===== src/rtl/kl_arbiter_3by1_rr.sv =====
// kl_arbiter_3by1_rr: three upstream request ports arbitrated round-robin onto one
// registered downstream request slot, with read-outstanding limiting per port and
// combinational routing of downstream responses back to the issuing port by dstid.
//
// Ports:
//   clk, rst                  clock, asynchronous active-high reset
//   upN_req_*   (N=0..2)      upstream request (addr/wen/wdata/wmask/size, valid/ready)
//   upN_resp_*  (N=0..2)      upstream response (rdata/valid out, ready in)
//   dn_req_*                  registered downstream request, srcid = SRCID_BASE | port
//   dn_resp_*                 downstream response, routed by dstid
module kl_arbiter_3by1_rr #(
  parameter int unsigned MAX_OUTST  = 2,
  parameter logic [4:0]  SRCID_BASE = 5'd0
) (
  input  logic        clk,
  input  logic        rst,

  input  logic [47:0] up0_req_addr,
  input  logic        up0_req_wen,
  input  logic [63:0] up0_req_wdata,
  input  logic [7:0]  up0_req_wmask,
  input  logic [2:0]  up0_req_size,
  input  logic        up0_req_valid,
  output logic        up0_req_ready,
  output logic [63:0] up0_resp_rdata,
  output logic        up0_resp_valid,
  input  logic        up0_resp_ready,

  input  logic [47:0] up1_req_addr,
  input  logic        up1_req_wen,
  input  logic [63:0] up1_req_wdata,
  input  logic [7:0]  up1_req_wmask,
  input  logic [2:0]  up1_req_size,
  input  logic        up1_req_valid,
  output logic        up1_req_ready,
  output logic [63:0] up1_resp_rdata,
  output logic        up1_resp_valid,
  input  logic        up1_resp_ready,

  input  logic [47:0] up2_req_addr,
  input  logic        up2_req_wen,
  input  logic [63:0] up2_req_wdata,
  input  logic [7:0]  up2_req_wmask,
  input  logic [2:0]  up2_req_size,
  input  logic        up2_req_valid,
  output logic        up2_req_ready,
  output logic [63:0] up2_resp_rdata,
  output logic        up2_resp_valid,
  input  logic        up2_resp_ready,

  output logic [47:0] dn_req_addr,
  output logic        dn_req_wen,
  output logic [63:0] dn_req_wdata,
  output logic [7:0]  dn_req_wmask,
  output logic [2:0]  dn_req_size,
  output logic [4:0]  dn_req_srcid,
  output logic        dn_req_valid,
  input  logic        dn_req_ready,

  input  logic [63:0] dn_resp_rdata,
  input  logic [2:0]  dn_resp_size,
  input  logic [4:0]  dn_resp_dstid,
  input  logic        dn_resp_valid,
  output logic        dn_resp_ready
);

  localparam logic [2:0] MaxOutst = 3'(MAX_OUTST);

  logic [2:0] up_valid, up_wen, up_resp_rdy, up_req_rdy;
  logic [2:0] elig, hit, inc, dec;

  assign up_valid    = {up2_req_valid, up1_req_valid, up0_req_valid};
  assign up_wen      = {up2_req_wen, up1_req_wen, up0_req_wen};
  assign up_resp_rdy = {up2_resp_ready, up1_resp_ready, up0_resp_ready};

  // Request slot and arbitration state
  logic [47:0] addr_q, addr_d;
  logic        wen_q, wen_d;
  logic [63:0] wdata_q, wdata_d;
  logic [7:0]  wmask_q, wmask_d;
  logic [2:0]  size_q, size_d;
  logic [4:0]  srcid_q, srcid_d;
  logic        valid_q, valid_d;
  logic [1:0]  last_q, last_d;
  logic [2:0]  cnt_q [3];
  logic [2:0]  cnt_d [3];

  logic        slot_free;
  logic        grant_vld;
  logic        grant_fire;
  logic [1:0]  grant_idx;
  logic [1:0]  order [3];

  assign slot_free = !valid_q || dn_req_ready;

  always_comb begin
    for (int n = 0; n < 3; n++) begin
      elig[n] = up_valid[n] && (up_wen[n] || (cnt_q[n] < MaxOutst));
    end
  end

  // Search order starts one past the last granted port.
  always_comb begin
    case (last_q)
      2'd0:    begin order[0] = 2'd1; order[1] = 2'd2; order[2] = 2'd0; end
      2'd1:    begin order[0] = 2'd2; order[1] = 2'd0; order[2] = 2'd1; end
      default: begin order[0] = 2'd0; order[1] = 2'd1; order[2] = 2'd2; end
    endcase
  end

  // Walk from lowest priority to highest so the highest-priority match is written last.
  always_comb begin
    grant_vld = 1'b0;
    grant_idx = 2'd0;
    for (int k = 2; k >= 0; k--) begin
      if (elig[order[k]]) begin
        grant_vld = 1'b1;
        grant_idx = order[k];
      end
    end
  end

  // Reset gating keeps upstream ready low while rst is held.
  assign grant_fire = !rst && slot_free && grant_vld;

  always_comb begin
    for (int n = 0; n < 3; n++) begin
      up_req_rdy[n] = grant_fire && (grant_idx == 2'(n));
    end
  end

  assign up0_req_ready = up_req_rdy[0];
  assign up1_req_ready = up_req_rdy[1];
  assign up2_req_ready = up_req_rdy[2];

  always_comb begin
    addr_d  = addr_q;
    wen_d   = wen_q;
    wdata_d = wdata_q;
    wmask_d = wmask_q;
    size_d  = size_q;
    srcid_d = srcid_q;
    valid_d = valid_q;
    last_d  = last_q;
    if (grant_fire) begin
      valid_d = 1'b1;
      last_d  = grant_idx;
      srcid_d = SRCID_BASE | {3'b000, grant_idx};
      case (grant_idx)
        2'd1: begin
          addr_d  = up1_req_addr;
          wen_d   = up1_req_wen;
          wdata_d = up1_req_wdata;
          wmask_d = up1_req_wmask;
          size_d  = up1_req_size;
        end
        2'd2: begin
          addr_d  = up2_req_addr;
          wen_d   = up2_req_wen;
          wdata_d = up2_req_wdata;
          wmask_d = up2_req_wmask;
          size_d  = up2_req_size;
        end
        default: begin
          addr_d  = up0_req_addr;
          wen_d   = up0_req_wen;
          wdata_d = up0_req_wdata;
          wmask_d = up0_req_wmask;
          size_d  = up0_req_size;
        end
      endcase
    end else if (slot_free) begin
      valid_d = 1'b0;
    end
  end

  // Response decode: ids outside our base or with low bits 3 are dropped.
  always_comb begin
    for (int n = 0; n < 3; n++) begin
      hit[n] = (dn_resp_dstid[4:2] == SRCID_BASE[4:2]) && (dn_resp_dstid[1:0] == 2'(n));
    end
  end

  assign up0_resp_valid = dn_resp_valid && hit[0];
  assign up1_resp_valid = dn_resp_valid && hit[1];
  assign up2_resp_valid = dn_resp_valid && hit[2];
  assign up0_resp_rdata = dn_resp_rdata;
  assign up1_resp_rdata = dn_resp_rdata;
  assign up2_resp_rdata = dn_resp_rdata;
  assign dn_resp_ready  = (|hit) ? |(hit & up_resp_rdy) : 1'b1;

  // Outstanding-read counters; decrement saturates at zero.
  always_comb begin
    for (int n = 0; n < 3; n++) begin
      inc[n] = up_req_rdy[n] && !up_wen[n];
      dec[n] = dn_resp_valid && hit[n] && up_resp_rdy[n] && (cnt_q[n] != 3'd0);
      case ({inc[n], dec[n]})
        2'b10:   cnt_d[n] = cnt_q[n] + 3'd1;
        2'b01:   cnt_d[n] = cnt_q[n] - 3'd1;
        default: cnt_d[n] = cnt_q[n];
      endcase
    end
  end

  always_ff @(posedge clk or posedge rst) begin
    if (rst) begin
      addr_q  <= '0;
      wen_q   <= 1'b0;
      wdata_q <= '0;
      wmask_q <= '0;
      size_q  <= '0;
      srcid_q <= '0;
      valid_q <= 1'b0;
      last_q  <= 2'd2;
      for (int n = 0; n < 3; n++) begin
        cnt_q[n] <= '0;
      end
    end else begin
      addr_q  <= addr_d;
      wen_q   <= wen_d;
      wdata_q <= wdata_d;
      wmask_q <= wmask_d;
      size_q  <= size_d;
      srcid_q <= srcid_d;
      valid_q <= valid_d;
      last_q  <= last_d;
      for (int n = 0; n < 3; n++) begin
        cnt_q[n] <= cnt_d[n];
      end
    end
  end

  assign dn_req_addr  = addr_q;
  assign dn_req_wen   = wen_q;
  assign dn_req_wdata = wdata_q;
  assign dn_req_wmask = wmask_q;
  assign dn_req_size  = size_q;
  assign dn_req_srcid = srcid_q;
  assign dn_req_valid = valid_q;

  logic unused_resp_size;
  assign unused_resp_size = ^dn_resp_size;

endmodule

===== config.mk =====
export PLATFORM = sky130hd
export DESIGN_NAME = kl_arbiter_3by1_rr
export DESIGN_NICKNAME = d
export VERILOG_FILES = /design/src/rtl/kl_arbiter_3by1_rr.sv
export SDC_FILE = /design/constraint.sdc
export NUM_CORES = 1
export LEC_CHECK = 0
export CAP_MARGIN = 30
export CORE_AREA = 2 2 305 307
export DETAILED_ROUTE_END_ITERATION = 16
export DIE_AREA = 0 0 307 309
export PLACE_DENSITY_LB_ADDON = 0.3
export SETUP_SLACK_MARGIN = 0.4
export SLEW_MARGIN = 30
export SYNTH_ARGS = -nofsm -noshare
export SYNTH_HDL_FRONTEND = slang
export SYNTH_SLANG_ARGS = --single-unit

===== constraint.sdc =====
create_clock -name clk -period 8.74 [get_ports clk]
set_clock_uncertainty 0.2 [all_clocks]
set_input_delay 1.311 -clock clk [delete_from_list [all_inputs] [get_ports clk]]
set_output_delay 1.311 -clock clk [all_outputs]
set_load 0.01 [all_outputs]

; ---- After elaboration in Yosys (flattened, before gate mapping)
; Index checks and enable logic that the tools add are counted.
[word_totals]
reg_bits = 138
wordCells = 104
[classes]
n_addsub = 6
order_cmp = 6
eq_ne = 11
mux = 24
bitwise_logic = 1
n_reduce_logical = 45
[ops]
columns = cell, n
row1 = 64-bit one-hot mux with 2 select lines, 1
row2 = 48-bit one-hot mux with 2 select lines, 1
row3 = 3-bit one-hot mux with 2 select lines, 4
row4 = 1-bit logical AND, 23
row5 = 8-bit one-hot mux with 2 select lines, 1
row6 = 2-bit by 1-bit == test with 1-bit output (second input constant), 6
row7 = 6-bit one-hot mux with 2 select lines, 1
row8 = 2-bit == test (second input constant), 5
row9 = 3-bit by 1-bit adder with 3-bit output (second input constant), 3
row10 = 2-bit by 3-bit less-than comparator with 1-bit output (second input constant), 3
row11 = 3-bit by 2-bit less-than comparator with 1-bit output (second input constant), 3
row12 = 1-bit two-way mux, 9
row13 = 3-bit nonzero test, 3
row14 = 3-bit by 1-bit subtractor with 3-bit output (second input constant), 3
row15 = 2-bit nonzero test, 4
row16 = 1-bit binary-select mux with 2-bit select, 3
row17 = 2-bit logical NOT, 3
row18 = 2-bit two-way mux, 3
row19 = 3-bit OR reduction, 2
row20 = 1-bit logical NOT, 5
row21 = 1-bit logical OR, 4
row22 = 3-bit bitwise AND, 1
row23 = 3-bit logical NOT, 1
row24 = 1-bit one-hot mux with 2 select lines, 1

; ---- Depth between registers and ports, before layout
[logic_depth]
ltp_word = 13
depth_mapped = 15

; ---- Worst setup path after synthesis
; OpenSTA, ideal clock, no wires.
[synth_timing]
path_type = input to output
startpoint = input rst
endpoint = output up0_req_ready
arrival_ps = 5302
required_time_ps = 7229
path_slack_ps = 1927
cell_stages = 5
path_cell_list = inv_1 nand2_1 clkbuf_1 nor2_1 and2_1
[synth_via]
elab_chain_len = 4
[synth_rtl]
columns = item, line
row1 = from (decl), 16  ; input logic rst,
row2 = 1-bit logical NOT (no line), --
row3 = 1-bit logical AND (2 in a row), 124  ; assign grant_fire = !rst && slot_free && grant_vld;
row4 = 1-bit logical AND, 128  ; up_req_rdy[n] = grant_fire && (grant_idx == 2'(n));
row5 = to (decl), 24  ; output logic up0_req_ready,
; Every way passes these cells.

; ---- Final worst setup path
[layout_timing]
startpoint = input up2_req_wen
endpoint = output up2_req_ready
[layout_via]
elab_chain_len = 9
word_cells_on_any_way = 17
classes_between = eq/ne: 1 / mux: 12 / reduce/logical: 4
[layout_rtl]
columns = item, line
row1 = from (decl), 41  ; input logic up2_req_wen,
row2 = 1-bit logical OR *, 98  ; elig[n] = up_valid[n] && (up_wen[n] || (cnt_q[n] < MaxOutst));
row3 = 1-bit logical AND *, 98
row4 = 1-bit binary-select mux with 2-bit select, 116  ; if (elig[order[k]]) begin
row5 = 1-bit two-way mux (implied by the code), 116
row6 = 2-bit two-way mux or 1-bit two-way mux (tied branches) (3 in a row), 116
row7 = 2-bit == test or 1-bit logical AND (tied branches), "128, 124"
row8 = 1-bit logical AND *, 128
row9 = to (decl), 46  ; output logic up2_req_ready,
; Mark *: on every way between the ends. The rest lies on a longest branch, timed or not. The select of a mux whose other input is x is not followed.

==> results.toml <==
[route]
via_count = 9497
drt_wl_total_um = 52900
drtIter0Drc = 501
drtPass1Iterations = 5
viasPerCell = 3.66
post_drt_wl_per_cell_um = 20.4
drc_errors = 0
ant_nets = 0

[synthesis]
synth_xor_xnor_area_share_pct = 0.833
synth_area_per_cell_um2 = 8.33
seq_area_frac_synth_pct = 36.2
synth_fa_ha_area_share_pct = 1.43
async_flop_share_pct = 100
synth.area.mux_share_pct = 0.317
ys_warn_count = 0
syn_area_mm2 = 0.00947
synth-simple-area-share_pct = 6.50
synth_top_family_by_area = "compound AO/OA/AOI/OAI gates"
synth_edf_count = 0
synth_cell_types = 39
ys.flop_type = "dfrtp_1"
synth_compound_area_share_pct = 33.3
synth_seq_cells = 137
syn_inst = 1136

[clock_tree]
htree_levels = 4
clock_latency_ns = 0.50
cts_buffer_depth = 2
post_cts_buffers = 0
numCtsBuffers = 17
cts_tree = "yes"
clk_pin_slew_ns = 0.06
cts_root_buf = "clkbuf_16"
hold_buffers = 0
cts_resized = 0
cts.sinks = 137

[cells_and_area]
nets = 1862
multiInputGateArea_mm2 = 0.00408
final_cell_mix = "clkdlybuf4s50_1 (520), o21ai_0 (329), dfrtp_1 (136)"
drive_gt1_share_pct = 7.37
area_growth_pct = 58.0
nFillCells = 10300
register_area_mm2 = 0.00343
fin_area_mm2 = 0.0150
final_common_cell = "clkdlybuf4s50_1"
num_antenna_cells = 0

[timing]
final-setup-viol-count = 0
maxSlewHeadroom_pct = 40.6
post-route-min-period_ns = 5.41
rsz0062_at_grt = "false"
hold_violations = 0
fmax_mhz = 185
tightestPinTransition_ns = 0.891
period_share_pct = 61.9
maxSlewViolCount = 0
final.setup.tns_ns = 0
finalWorstSetupSlack_ns = 3.33

[outcome]
status = "finished, final reports clean"

[power_and_ir_drop]
vdd_ir_drop_max_mv = 0.149
p_leak_nw = 5.36
powerDensity_mw_per_mm2 = 276

[global_route]
grt_use_total_pct = 10.9
grt_max_degree = 79
overflow = 0
grt_pass1_wl_um = 72400
grt_pass1_vias = 9750
antenna_found_initial = 21

[floorplanning]
die_h_um = 309
io_pins = 783
die_area_mm2 = 0.0949
rows = 111
die_w_um = 307
start_util_pct = 10.4
core-area_mm2 = 0.0914

[worst_setup_path]
arrival_ns = 3.90
r2r_cells = 12
start_kind = "input pin"
end_kind = "output port"
cp_max_fo = 20
crit_required_ns = 7.23
worstSetupPathType = "in -> out"

[worst_hold_path]
hold_class = "reg -> reg"
hold_depth = 2

[placed_design]
place.gp.congestion = 0.810
hpwl_um = 42700
dpl-instance-area_mm2 = 0.0144
dp_worst_setup_slack_ns = 3.30
io_buffer_count = 520

[flow_run]
maxCapViolations = 0
[power by group]
part           leakage (nW)  total (mW)  internal [mW]  switching (mW)
clock                 0.282       0.791          0.451           0.340
sequential             1.69        1.11          0.937           0.177
combinational          3.39        2.23           1.02            1.21
[flip-flops by register name (all words and copies together) (netlist names)]
signal / cells
dn_req_addr: 48
dn_req_valid: 1
dn_req_wen: 1
dn_req_wdata: 64
dn_req_srcid: 1
dn_req_size: 3
dn_req_wmask: 8
last_q: 2
cnt_q: 9
[cell usage after synthesis, drive strengths merged (2+ instances only)]
cell type  instances  share of area [%]
dfrtp            136                 36
fa                 3               0.63
and2               5               0.33
xor2               6               0.56
o311a              3               0.32
o21ai            379                 22
a22oi            125                9.9
ha                 6               0.79
buf              220                 18
a21oi              3               0.16
inv               13               0.52
nand2            130                5.2
nor3               2               0.11
mux2i              3               0.32
nor2               6               0.24
nand3b             3               0.24
nor3b              3               0.24
o21bai             3               0.44
xnor2              3               0.28
clkbuf            73                3.1
[layer usage]
metal  vias up  part of all wire [%]  track usage [%]
met3        89                    12             5.73
li1       4343                     -                -
met5         -                  0.35                0
met2       591                    48             18.3
met4        28                   2.9             4.28
met1      4446                    37             11.5
[path summary, 6_finish.rpt]
check                                            start                      endpoint  slack (ns)
max in group asynchronous                          rst  dn_req_wdata[27]$_DFFE_PP0N_        6.18
min                        dn_req_addr[35]$_DFFE_PP0N_   dn_req_addr[35]$_DFFE_PP0N_        0.31
max reg2reg                       cnt_q[1]$_DFFE_PP0P_          cnt_q[2]$_DFFE_PP0P_        5.01
max                                        up2_req_wen                 up2_req_ready        3.33
min reg2reg                dn_req_addr[35]$_DFFE_PP0N_   dn_req_addr[35]$_DFFE_PP0N_        0.31
min in group asynchronous                          rst   dn_req_addr[17]$_DFFE_PP0N_        1.00
[cell type report]
class                   count  area share, %
repair buffers            535           35.5
multi-input cells         695           27.2
flip-flops and latches    137           22.9
well taps                1186           9.92
clock buffers              23           3.26
clock inverters             9          0.753
inverters                  13          0.360
[kinds of logic (layout without fill, tap and decap cells)]
logic type	Yosys count	in the layout
AO/OA/AOI/OAI	519	519
XOR/XNOR	9	9
adder cells (fa/ha/maj)	9	9
buffers and inverters	306	580
flip-flops	137	137
multiplexers	3	3
other	1	3
AND/OR/NAND/NOR	152	152
[metrics by stage]
stage / total power [mW] / cells / util, % / hold WS [ns]
global placement: 3.37 / 2566 / 15.7 / 0.285
floorplan: 2.30 / 1138 / - / 0.268
detailed placement: 3.39 / 2566 / 15.7 / 0.297
CTS: 4.23 / 2598 / 16.4 / 0.312
finish: 4.13 / 2598 / 16.4 / 0.306
global route: 4.48 / 2598 / 16.4 / 0.340
[worst max-delay path, cell delays in order]
cell and delay (ns):
clkdlybuf4s50_1 0.52, o21bai_4 0.17, a32oi_1 0.12, o21ai_0 0.61, ha_4 0.42, and2_1 0.19
clkdlybuf4s50_1 0.54
No activity file was read; power rests on OpenSTA's default activity.
